==> config.mk <==
export PLATFORM = sky130hd
export DESIGN_NAME = sketch_cursor_ctrl
export DESIGN_NICKNAME = d
export VERILOG_FILES = /design/src/rtl/sketch_pkg.sv /design/src/rtl/sketch_clear_sweeper.sv /design/src/rtl/sketch_cursor_ctrl.sv
export SDC_FILE = /design/constraint.sdc
export NUM_CORES = 1
export LEC_CHECK = 0
export CAP_MARGIN = 20
export CORE_MARGIN = 1.5
export CORE_UTILIZATION = 30
export DETAILED_ROUTE_END_ITERATION = 10
export GPL_TIMING_DRIVEN = 0
export HOLD_SLACK_MARGIN = 0.08
export PLACE_DENSITY = 0.53
export RECOVER_POWER = 25
export SETUP_SLACK_MARGIN = 0.1
export SYNTH_ARGS = -nofsm -noshare
export SYNTH_HDL_FRONTEND = slang
export SYNTH_SLANG_ARGS = --single-unit
==> constraint.sdc <==
create_clock -name clk -period 2.75 [get_ports clk]
set_input_delay 0.275 -clock clk [delete_from_list [all_inputs] [get_ports clk]]
set_output_delay 0.275 -clock clk [all_outputs]
set_load 0.02 [all_outputs]
==> src/rtl/sketch_pkg.sv <==
// Shared constants for the Etch-A-Sketch cursor controller: default geometry,
// FSM state encoding and write-data polarity.
package sketch_pkg;

    localparam int X_MAX_DEFAULT = 127;
    localparam int Y_MAX_DEFAULT = 95;
    localparam int X_W_DEFAULT   = 7;
    localparam int Y_W_DEFAULT   = 7;

    localparam logic [1:0] ST_IDLE  = 2'd0;
    localparam logic [1:0] ST_WRITE = 2'd1;
    localparam logic [1:0] ST_CLEAR = 2'd2;

    localparam logic WR_INK   = 1'b1;
    localparam logic WR_ERASE = 1'b0;

    typedef struct packed {
        logic inc;
        logic dec;
    } axis_step_t;

endpackage

==> src/rtl/sketch_clear_sweeper.sv <==
// Raster address generator for the shake-clear: x runs 0..X_MAX inside
// y 0..Y_MAX, advancing one pixel per accepted erase write.
module sketch_clear_sweeper
    import sketch_pkg::*;
#(
    parameter int X_MAX = X_MAX_DEFAULT,
    parameter int Y_MAX = Y_MAX_DEFAULT,
    parameter int X_W   = X_W_DEFAULT,
    parameter int Y_W   = Y_W_DEFAULT
) (
    input  logic           clk,
    input  logic           rst,
    input  logic           start,
    input  logic           adv,
    output logic [X_W-1:0] x,
    output logic [Y_W-1:0] y,
    output logic           last
);

    logic [X_W-1:0] x_q, x_d;
    logic [Y_W-1:0] y_q, y_d;
    logic           x_end;
    logic           y_end;

    assign x_end = (x_q == X_W'(X_MAX));
    assign y_end = (y_q == Y_W'(Y_MAX));

    always_comb begin
        x_d = x_q;
        y_d = y_q;
        if (start) begin
            x_d = '0;
            y_d = '0;
        end else if (adv) begin
            if (x_end) begin
                x_d = '0;
                y_d = y_end ? '0 : y_q + 1'b1;
            end else begin
                x_d = x_q + 1'b1;
            end
        end
    end

    always_ff @(posedge clk or posedge rst) begin
        if (rst) begin
            x_q <= '0;
            y_q <= '0;
        end else begin
            x_q <= x_d;
            y_q <= y_d;
        end
    end

    assign x    = x_q;
    assign y    = y_q;
    assign last = x_end && y_end;

endmodule

==> src/rtl/sketch_cursor_ctrl.sv <==
// Etch-A-Sketch cursor controller: turns axis step pulses into a saturating
// cursor, issues ink writes when the pen is down, and sequences the clear sweep.
module sketch_cursor_ctrl
    import sketch_pkg::*;
#(
    parameter int X_MAX = X_MAX_DEFAULT,
    parameter int Y_MAX = Y_MAX_DEFAULT,
    parameter int X_W   = X_W_DEFAULT,
    parameter int Y_W   = Y_W_DEFAULT
) (
    input  logic           clk,
    input  logic           rst,
    input  logic           x_inc,
    input  logic           x_dec,
    input  logic           y_inc,
    input  logic           y_dec,
    input  logic           pen_down,
    input  logic           clear_req,
    output logic           wr_valid,
    input  logic           wr_ready,
    output logic [X_W-1:0] wr_x,
    output logic [Y_W-1:0] wr_y,
    output logic           wr_data,
    output logic [X_W-1:0] cur_x,
    output logic [Y_W-1:0] cur_y,
    output logic           busy
);

    logic [1:0]     state_q, state_d;
    logic [X_W-1:0] cur_x_q, cur_x_d;
    logic [Y_W-1:0] cur_y_q, cur_y_d;
    axis_step_t     xp_q, xp_d;
    axis_step_t     yp_q, yp_d;
    logic           clr_pend_q, clr_pend_d;
    logic           wr_valid_q, wr_valid_d;
    logic [X_W-1:0] wr_x_q, wr_x_d;
    logic [Y_W-1:0] wr_y_q, wr_y_d;
    logic           wr_data_q, wr_data_d;

    logic           step_xi, step_xd, step_yi, step_yd;
    logic           any_step;
    logic [X_W-1:0] nx;
    logic [Y_W-1:0] ny;
    logic           moved;
    logic           handshake;
    logic           clear_now;

    logic           sw_start;
    logic           sw_adv;
    logic [X_W-1:0] sw_x;
    logic [Y_W-1:0] sw_y;
    logic           sw_last;

    sketch_clear_sweeper #(
        .X_MAX (X_MAX),
        .Y_MAX (Y_MAX),
        .X_W   (X_W),
        .Y_W   (Y_W)
    ) u_sweeper (
        .clk   (clk),
        .rst   (rst),
        .start (sw_start),
        .adv   (sw_adv),
        .x     (sw_x),
        .y     (sw_y),
        .last  (sw_last)
    );

    // A pulse arriving on the consuming edge counts as if already latched.
    assign step_xi   = xp_q.inc | x_inc;
    assign step_xd   = xp_q.dec | x_dec;
    assign step_yi   = yp_q.inc | y_inc;
    assign step_yd   = yp_q.dec | y_dec;
    assign any_step  = step_xi | step_xd | step_yi | step_yd;
    assign handshake = wr_valid_q & wr_ready;
    assign clear_now = clr_pend_q | clear_req;

    always_comb begin
        nx = cur_x_q;
        if (step_xi && !step_xd && (cur_x_q != X_W'(X_MAX))) begin
            nx = cur_x_q + 1'b1;
        end else if (step_xd && !step_xi && (cur_x_q != '0)) begin
            nx = cur_x_q - 1'b1;
        end
        ny = cur_y_q;
        if (step_yi && !step_yd && (cur_y_q != Y_W'(Y_MAX))) begin
            ny = cur_y_q + 1'b1;
        end else if (step_yd && !step_yi && (cur_y_q != '0)) begin
            ny = cur_y_q - 1'b1;
        end
        moved = (nx != cur_x_q) || (ny != cur_y_q);
    end

    always_comb begin
        state_d    = state_q;
        cur_x_d    = cur_x_q;
        cur_y_d    = cur_y_q;
        xp_d.inc   = step_xi;
        xp_d.dec   = step_xd;
        yp_d.inc   = step_yi;
        yp_d.dec   = step_yd;
        clr_pend_d = clr_pend_q | (clear_req && (state_q != ST_CLEAR));
        wr_valid_d = wr_valid_q;
        wr_x_d     = wr_x_q;
        wr_y_d     = wr_y_q;
        wr_data_d  = wr_data_q;
        sw_start   = 1'b0;
        sw_adv     = 1'b0;

        case (state_q)
            ST_IDLE: begin
                if (clear_now) begin
                    state_d    = ST_CLEAR;
                    clr_pend_d = 1'b0;
                    sw_start   = 1'b1;
                    wr_valid_d = 1'b1;
                    wr_x_d     = '0;
                    wr_y_d     = '0;
                    wr_data_d  = WR_ERASE;
                end else if (any_step) begin
                    cur_x_d = nx;
                    cur_y_d = ny;
                    xp_d    = '0;
                    yp_d    = '0;
                    if (pen_down && moved) begin
                        state_d    = ST_WRITE;
                        wr_valid_d = 1'b1;
                        wr_x_d     = nx;
                        wr_y_d     = ny;
                        wr_data_d  = WR_INK;
                    end
                end
            end

            ST_WRITE: begin
                if (handshake) begin
                    if (clear_now) begin
                        state_d    = ST_CLEAR;
                        clr_pend_d = 1'b0;
                        sw_start   = 1'b1;
                        wr_x_d     = '0;
                        wr_y_d     = '0;
                        wr_data_d  = WR_ERASE;
                    end else begin
                        state_d    = ST_IDLE;
                        wr_valid_d = 1'b0;
                    end
                end
            end

            ST_CLEAR: begin
                if (handshake) begin
                    sw_adv = 1'b1;
                    if (sw_last) begin
                        state_d    = ST_IDLE;
                        wr_valid_d = 1'b0;
                    end
                end
            end

            default: begin
                state_d    = ST_IDLE;
                wr_valid_d = 1'b0;
            end
        endcase
    end

    always_ff @(posedge clk or posedge rst) begin
        if (rst) begin
            state_q    <= ST_IDLE;
            cur_x_q    <= X_W'(X_MAX >> 1);
            cur_y_q    <= Y_W'(Y_MAX >> 1);
            xp_q       <= '0;
            yp_q       <= '0;
            clr_pend_q <= 1'b0;
            wr_valid_q <= 1'b0;
            wr_x_q     <= '0;
            wr_y_q     <= '0;
            wr_data_q  <= 1'b0;
        end else begin
            state_q    <= state_d;
            cur_x_q    <= cur_x_d;
            cur_y_q    <= cur_y_d;
            xp_q       <= xp_d;
            yp_q       <= yp_d;
            clr_pend_q <= clr_pend_d;
            wr_valid_q <= wr_valid_d;
            wr_x_q     <= wr_x_d;
            wr_y_q     <= wr_y_d;
            wr_data_q  <= wr_data_d;
        end
    end

    // During a sweep the address comes straight from the raster counter.
    assign wr_x     = (state_q == ST_CLEAR) ? sw_x : wr_x_q;
    assign wr_y     = (state_q == ST_CLEAR) ? sw_y : wr_y_q;
    assign wr_valid = wr_valid_q;
    assign wr_data  = wr_data_q;
    assign busy     = (state_q == ST_CLEAR);
    assign cur_x    = cur_x_q;
    assign cur_y    = cur_y_q;

endmodule

; ---- Word level (Yosys, flattened, before mapping)
; Cells that the tools add are included.
[word_totals]
reg_bits = 51
latch_bits = 0
mem_bits_rw = 0
mem_bits_ro = 0
input_bits = 9
out_inout_bits = 31
word_cells = 131
memories = 0
[classes]
n_addsub = 6
mul = 0
div_mod_pow = 0
magnitude_cmp = 0
n_eq_ne = 16
shifts = 0
mux = 57
bitwise = 11
reduce_logical = 27
[op_table]
columns = op, count
row1 = 2-to-1 mux 7 bit, 21
row2 = "adder 7 x 1 -> 7 bit, second input constant", 4
row3 = one-hot mux 7 bit (2 select lines), 2
row4 = 2-to-1 mux 2 bit, 13
row5 = 2-to-1 mux 1 bit, 16
row6 = "equality test 7 bit, second input constant", 2
row7 = != test 7 bit, 2
row8 = "!= test 7 bit, second input constant", 2
row9 = nonzero test 7 bit, 2
row10 = "subtractor 7 x 1 -> 7 bit, second input constant", 2
row11 = logical AND 1 bit, 11
row12 = AND reduction 5 bit, 2
row13 = OR 1 bit, 9
row14 = "!= test 2 bit, second input constant", 4
row15 = "!= test 3 bit, second input constant", 2
row16 = one-hot mux 1 bit (2 select lines), 3
row17 = one-hot mux 2 bit (3 select lines), 1
row18 = AND reduction 6 bit, 1
row19 = nonzero test 2 bit, 3
row20 = zero test 1 bit, 4
row21 = "!= test 2 x 1 -> 1 bit, second input constant", 2
row22 = one-hot mux 1 bit (3 select lines), 1
row23 = AND reduction 3 bit, 1
row24 = "equality test 2 x 1 -> 1 bit, second input constant", 1
row25 = 6 further kinds, 6

; ---- Longest topological paths before layout
[depth]
ltp_word = 13
mapped_depth = 9
ltp_nobuf = 8

; ---- Modules after synthesis
; Synthesis repeated with hierarchy kept, for this count alone.
[hier_totals]
hier_cells = 335
hier_area_um2 = 3136.8
[modules_own_cells]
columns = module, n_inst, cells_each, area_each_um2, seq_area_each_um2
row1 = sketch_cursor_ctrl, 1, 250, 2334.7, 939.7
row2 = sketch_clear_sweeper, 1, 85, 802.0, 350.3

; ---- Least setup slack after synthesis
; OpenSTA, ideal clock, no wires.
[synth_path]
kind = register -> register
startpoint = register cur_y_q[0], in the netlist cur_y[0]
endpoint = register cur_y_q[4], in the netlist cur_y[4]
setup_time_ns = 0.133
arrival_ns = 2.035
required_ns = 2.617
path_slack_ns = 0.581
path_stages_with_launch = 9
n_path_buf = 0
period_less_slack_ns = 2.169
path_cell_list = dfstp_2 -> inv_1 -> ha_1 -> nor3b_1 -> a211o_1 -> or2_0 -> o32ai_1 -> nand2_1 -> xnor2_1
[synth_via]
elab_chain_len = 4
elab_cells_between_ends = 8
cone_classes = 2 x add/sub / 1 x eq/ne / 2 x mux / 3 x reduce/logical
[synth_lines]
columns = element, line
row1 = from (decl), sketch_cursor_ctrl.sv:31  ; logic [Y_W-1:0] cur_y_q, cur_y_d;
row2 = from (signal assigned), sketch_cursor_ctrl.sv:172  ; cur_y_q <= Y_W'(Y_MAX >> 1);
row3 = from (signal assigned), sketch_cursor_ctrl.sv:183  ; cur_y_q <= cur_y_d;
row4 = "parallel branches: the longest is 3 deep, another holds subtractor 7 x 1 -> 7 bit", n/a
row5 = 2-to-1 mux 7 bit (*), sketch_cursor_ctrl.sv:86  ; if (step_yi && !step_yd && (cur_y_q != Y_W'(Y_MAX))) begin
; Every way passes the cells marked *.
; A chain may end at the register's enable or synchronous reset.

; ---- Worst setup path after layout
[layout_path]
startpoint = register state_q[0]
endpoint = output port wr_y[2]
[layout_via]
elab_chain_len = 2
[layout_lines]
columns = element, line
row1 = from (decl), sketch_cursor_ctrl.sv:29  ; logic [1:0] state_q, state_d;
row2 = from (signal assigned), sketch_cursor_ctrl.sv:181  ; state_q <= state_d;
row3 = equality test 2 bit, sketch_cursor_ctrl.sv:196  ; assign wr_y = (state_q == ST_CLEAR) ? sw_y : wr_y_q;
row4 = 2-to-1 mux 7 bit, sketch_cursor_ctrl.sv:196
row5 = to (decl), sketch_cursor_ctrl.sv:22  ; output logic [Y_W-1:0] wr_y,
; No other way between the ends.

==> results.md <==
- The post-route DRC violation count is 0.
- The total CTS buffers is 5.
- After floorplanning, the core was divided into 36 placement rows.
- The total overflow left after global routing is 0.
- The maximum root-to-sink buffer count is 2.
- The final setup violation count is 0.
- The placer's final routability congestion estimate is 0.795.
- The number of gates resized after CTS is 2.
- In this design, the largest share of critical-path delay is due to buffers and inverters.
- Port buffering added 39 buffers.
- The area of the die is 10,700 µm².
- The average cell area after synthesis is ~9.5 µm².
- Once layout is complete, the cells apart from fillers number 500.
- At the end of the flow, the number of nets in the layout was 383.
- The average vias per placed instance is ~4.9.
- In the final layout, the share of cells above drive strength 1 is 0.150.
- The worst setup margin is 192 ps.
- The clock drives slightly above 50 sinks.
- The final route contains 2,433 vias.
- Power spread over the standard cell area amounts to 1090 nW/µm².
- Clock skew on the completed layout was measured at 9.08 ps.
- The worst slack at placement is between 90 and 100 ps.
- The global-route usage over all layers is 0.146.
- The net count after synthesis is 336.
- Data arrives at the worst endpoint at about 2300 ps.
- For this design, the slowest cell found on the critical path is clkdlybuf4s50_1.
- At the worst endpoint, the required time is around 2500 ps.
- The number of placed instances, taps included is 492.
- The filler cells instantiated in the layout total slightly above 1,000.
- Synthesis inferred 51 register bits.
- For this design the static power due to leakage is 1.54 nW.
- The netlist uses 51 different library cells.
- The share of flip-flops with an asynchronous set or reset after synthesis is 1.00.
- The first detailed-routing pass ran for 4 iterations.
- The number of global-route vias before repair was 2,396.
- Buffers inserted to repair hold after CTS numbered 0.
- For the final routed database, the setup TNS stands at 0 ps.
- The number of antenna violations at the first check in global routing is 0.
- Summing every instance area after synthesis gives around 3000 µm².
- The starting density of the core is 0.309.
- STA classifies the critical path endpoint as a primary output.
- The path type of the worst min-delay path is in -> async.
- The clock tree synthesis step divided the H-tree into 2 levels.
- The slew at the pin with the worst max-slew slack is around 1000 ps.
- Setup repair after global routing left no endpoint under its margin.
- The library cells used most frequently in the layout, excluding fill and tap cells, are 51 x nand2_1, 40 x dfrtp_1, 34 x clkdlybuf4s50_1.
- The worst slew margin relative to its limit is 0.305.
- In the finished design, the share of the clock period the worst path needs comes to 0.930.
- The region available for standard cell placement spans 9770 µm².
- The most common library cell in the layout ignoring fill and taps is nand2_1.
- Across the run, the number of max-cap violations was 0.
- The number of max-slew violations in the final report is 0.
- The critical path goes through clkbuf_1, nor2b_1, clkbuf_4, buf_6, mux2_2, clkdlybuf4s50_1.
- The number of antenna-violating nets in the routed design is 0.
- The startpoint type of the worst setup path is a flop.
- Of all nets on the critical path, the largest fanout is 10.
- The most used flip-flop cell after synthesis is dfrtp_1.
- In the synthesized netlist, the number of instances is 319.
- The sequential-to-total area share from yosys stat is 0.427.
- The HPWL after detailed placement is 5.35 mm.
- Counting flops with a built-in enable in the synthesized netlist gives 0.
- Wires add up to 7.13 mm.
- On the worst path, the slowest cell contributes a delay of 540 ps.
- The worst setup path category is reg -> out.
- The routed wirelength normalized by instance count is roughly 14 µm.
- The number of buffer and inverter stages on the critical path is 4.
- The number of setup buffers added after CTS is 0.
- Entering global routing, the biggest net connects 42 pins.
- Measured along the x axis, the die boundary spans a little over 100 µm.
- Clock latency on the worst-skew pair, taken at its later pin, is 310 ps.
- The worst path in the final design needs a cycle of 2560 ps, including I/O delays and setup.
- The first global-routing pass estimated 12.1 mm of wire.
- The number of DRC markers after the initial detailed-route iteration is 58.
- The flow ran to the end, and the final reports show no timing, DRC or antenna violations.
- The antenna cell count is 0.
- For this run, the number of Yosys warnings is 0.
- The final hold violation count is 0.
- The area overhead of the layout relative to synthesis is 22.6%.
- The clock tree root buffer cell is clkbuf_8.
- The largest voltage drop on the vdd net is 333 µV.
- In this run the vertical extent of the chip is 103 µm.
- TritonCTS built the clock tree.
- The maximum clock frequency is 391 MHz.
- In this run the count of I/O pins placed on the die edge is 40.
- After clock tree synthesis, the clock-pin slew on the worst setup and hold paths is 100 ps.
final timing paths:
check | end | cells after the start | slack, ps | start
max reg2reg | wr_x_q[4]$_DFFE_PP0P_ | 7 | 350 | cur_x[0]$_DFFE_PP1P_
min reg2reg | wr_y_q[2]$_DFFE_PP0P_ | 2 | 490 | wr_y_q[2]$_DFFE_PP0P_
min in group clk | wr_y_q[2]$_DFFE_PP0P_ | 2 | 490 | wr_y_q[2]$_DFFE_PP0P_
min | u_sweeper.y[4]$_DFFE_PP0P_ | 2 | 380 | rst
max | wr_y[2] | 6 | 190 | state_q[0]$_DFFE_PP0P_
max in group asynchronous | wr_x_q[4]$_DFFE_PP0P_ | 3 | 1020 | rst
synth_stat cells, types with 2 or more instances:
library cell	instances	area share
a21oi_1	11	0.018
nor4b_1	2	0.0058
nor3_1	5	0.0083
or2_2	5	0.010
nor2_1	25	0.031
nand2_1	51	0.063
nor2b_1	2	0.0041
nand4_1	5	0.010
o311ai_4	2	0.017
and2_1	3	0.0062
xnor2_1	19	0.055
o31ai_1	18	0.045
xor2_1	8	0.023
nand3_1	11	0.018
o21ai_0	12	0.020
dfrtp_1	40	0.33
inv_1	12	0.015
o22ai_1	3	0.0062
buf_6	3	0.011
or3_1	4	0.0083
clkbuf_1	5	0.0062
a31oi_1	5	0.010
dfstp_2	11	0.096
o211ai_1	2	0.0050
o21ai_2	2	0.0058
or2_0	2	0.0041
buf_2	4	0.0066
nor4_1	3	0.0062
mux2_2	14	0.052
ha_1	8	0.033
nand2b_1	2	0.0041
state kept, by name, indices dropped and copies added (netlist names):
signal / count
clr_pend_q: 1
xp_q: 2
wr_y_q: 7
u_sweeper.x: 7
state_q: 2
wr_data: 1
cur_y: 7
u_sweeper.y: 7
cur_x: 7
wr_x_q: 7
yp_q: 2
wr_valid: 1
layout make-up:
| cell class | count | area (µm²) | share of cell area |
|---|---|---|---|
| multi-input combinational | 242 | 1600 | 0.432 |
| sequential | 51 | 1290 | 0.349 |
| timing repair buffer | 40 | 405 | 0.110 |
| tap | 133 | 166 | 0.0450 |
| clock buffer | 8 | 100 | 0.0270 |
| buffer | 14 | 93.8 | 0.0254 |
| inverter | 12 | 45.0 | 0.0122 |
worst reg2reg max path, delay by kind of cell, from the launching register on:
| family | cells | cell delay, ps |
|---|---|---|
| buf+inv | 1 | 140 |
| flops | 1 | 620 |
| xor+xnor | 1 | 150 |
| fa+ha+maj | 1 | 230 |
| compound gates | 3 | 1100 |
| simple gates | 1 | 90 |
through the flow:
step	cell area, µm²	power, mW	hold slack (ps)	utilization
floorplan	3020	2.80	429	-
global placement	3580	3.52	464	0.366
detailed placement	3600	3.55	469	0.368
CTS	3700	4.07	212	0.379
global route	3700	4.35	412	0.379
finish	3700	4.03	377	0.379
kinds of logic after synthesis:
group           after synthesis  synth area share
simple gates                127             0.203
compound gates               65             0.160
flops                        51             0.427
xor+xnor                     27            0.0783
buf+inv                      26            0.0427
mux                          15            0.0555
fa+ha+maj                     8            0.0332
report_power, final:
group          switching (mW)  internal (mW)
logic                    1.25          0.979
registers               0.253           1.05
clock network           0.261          0.231
total                    1.76           2.26
per-layer routing:
| layer | share of wire | track usage |
|---|---|---|
| met1 | 0.50 | 0.198 |
| met2 | 0.47 | 0.242 |
| met3 | 0.030 | 0.0249 |
| met4 | 0.0093 | 0.0374 |
| met5 | 0 | 0 |
(Power assumes the default switching activity.)
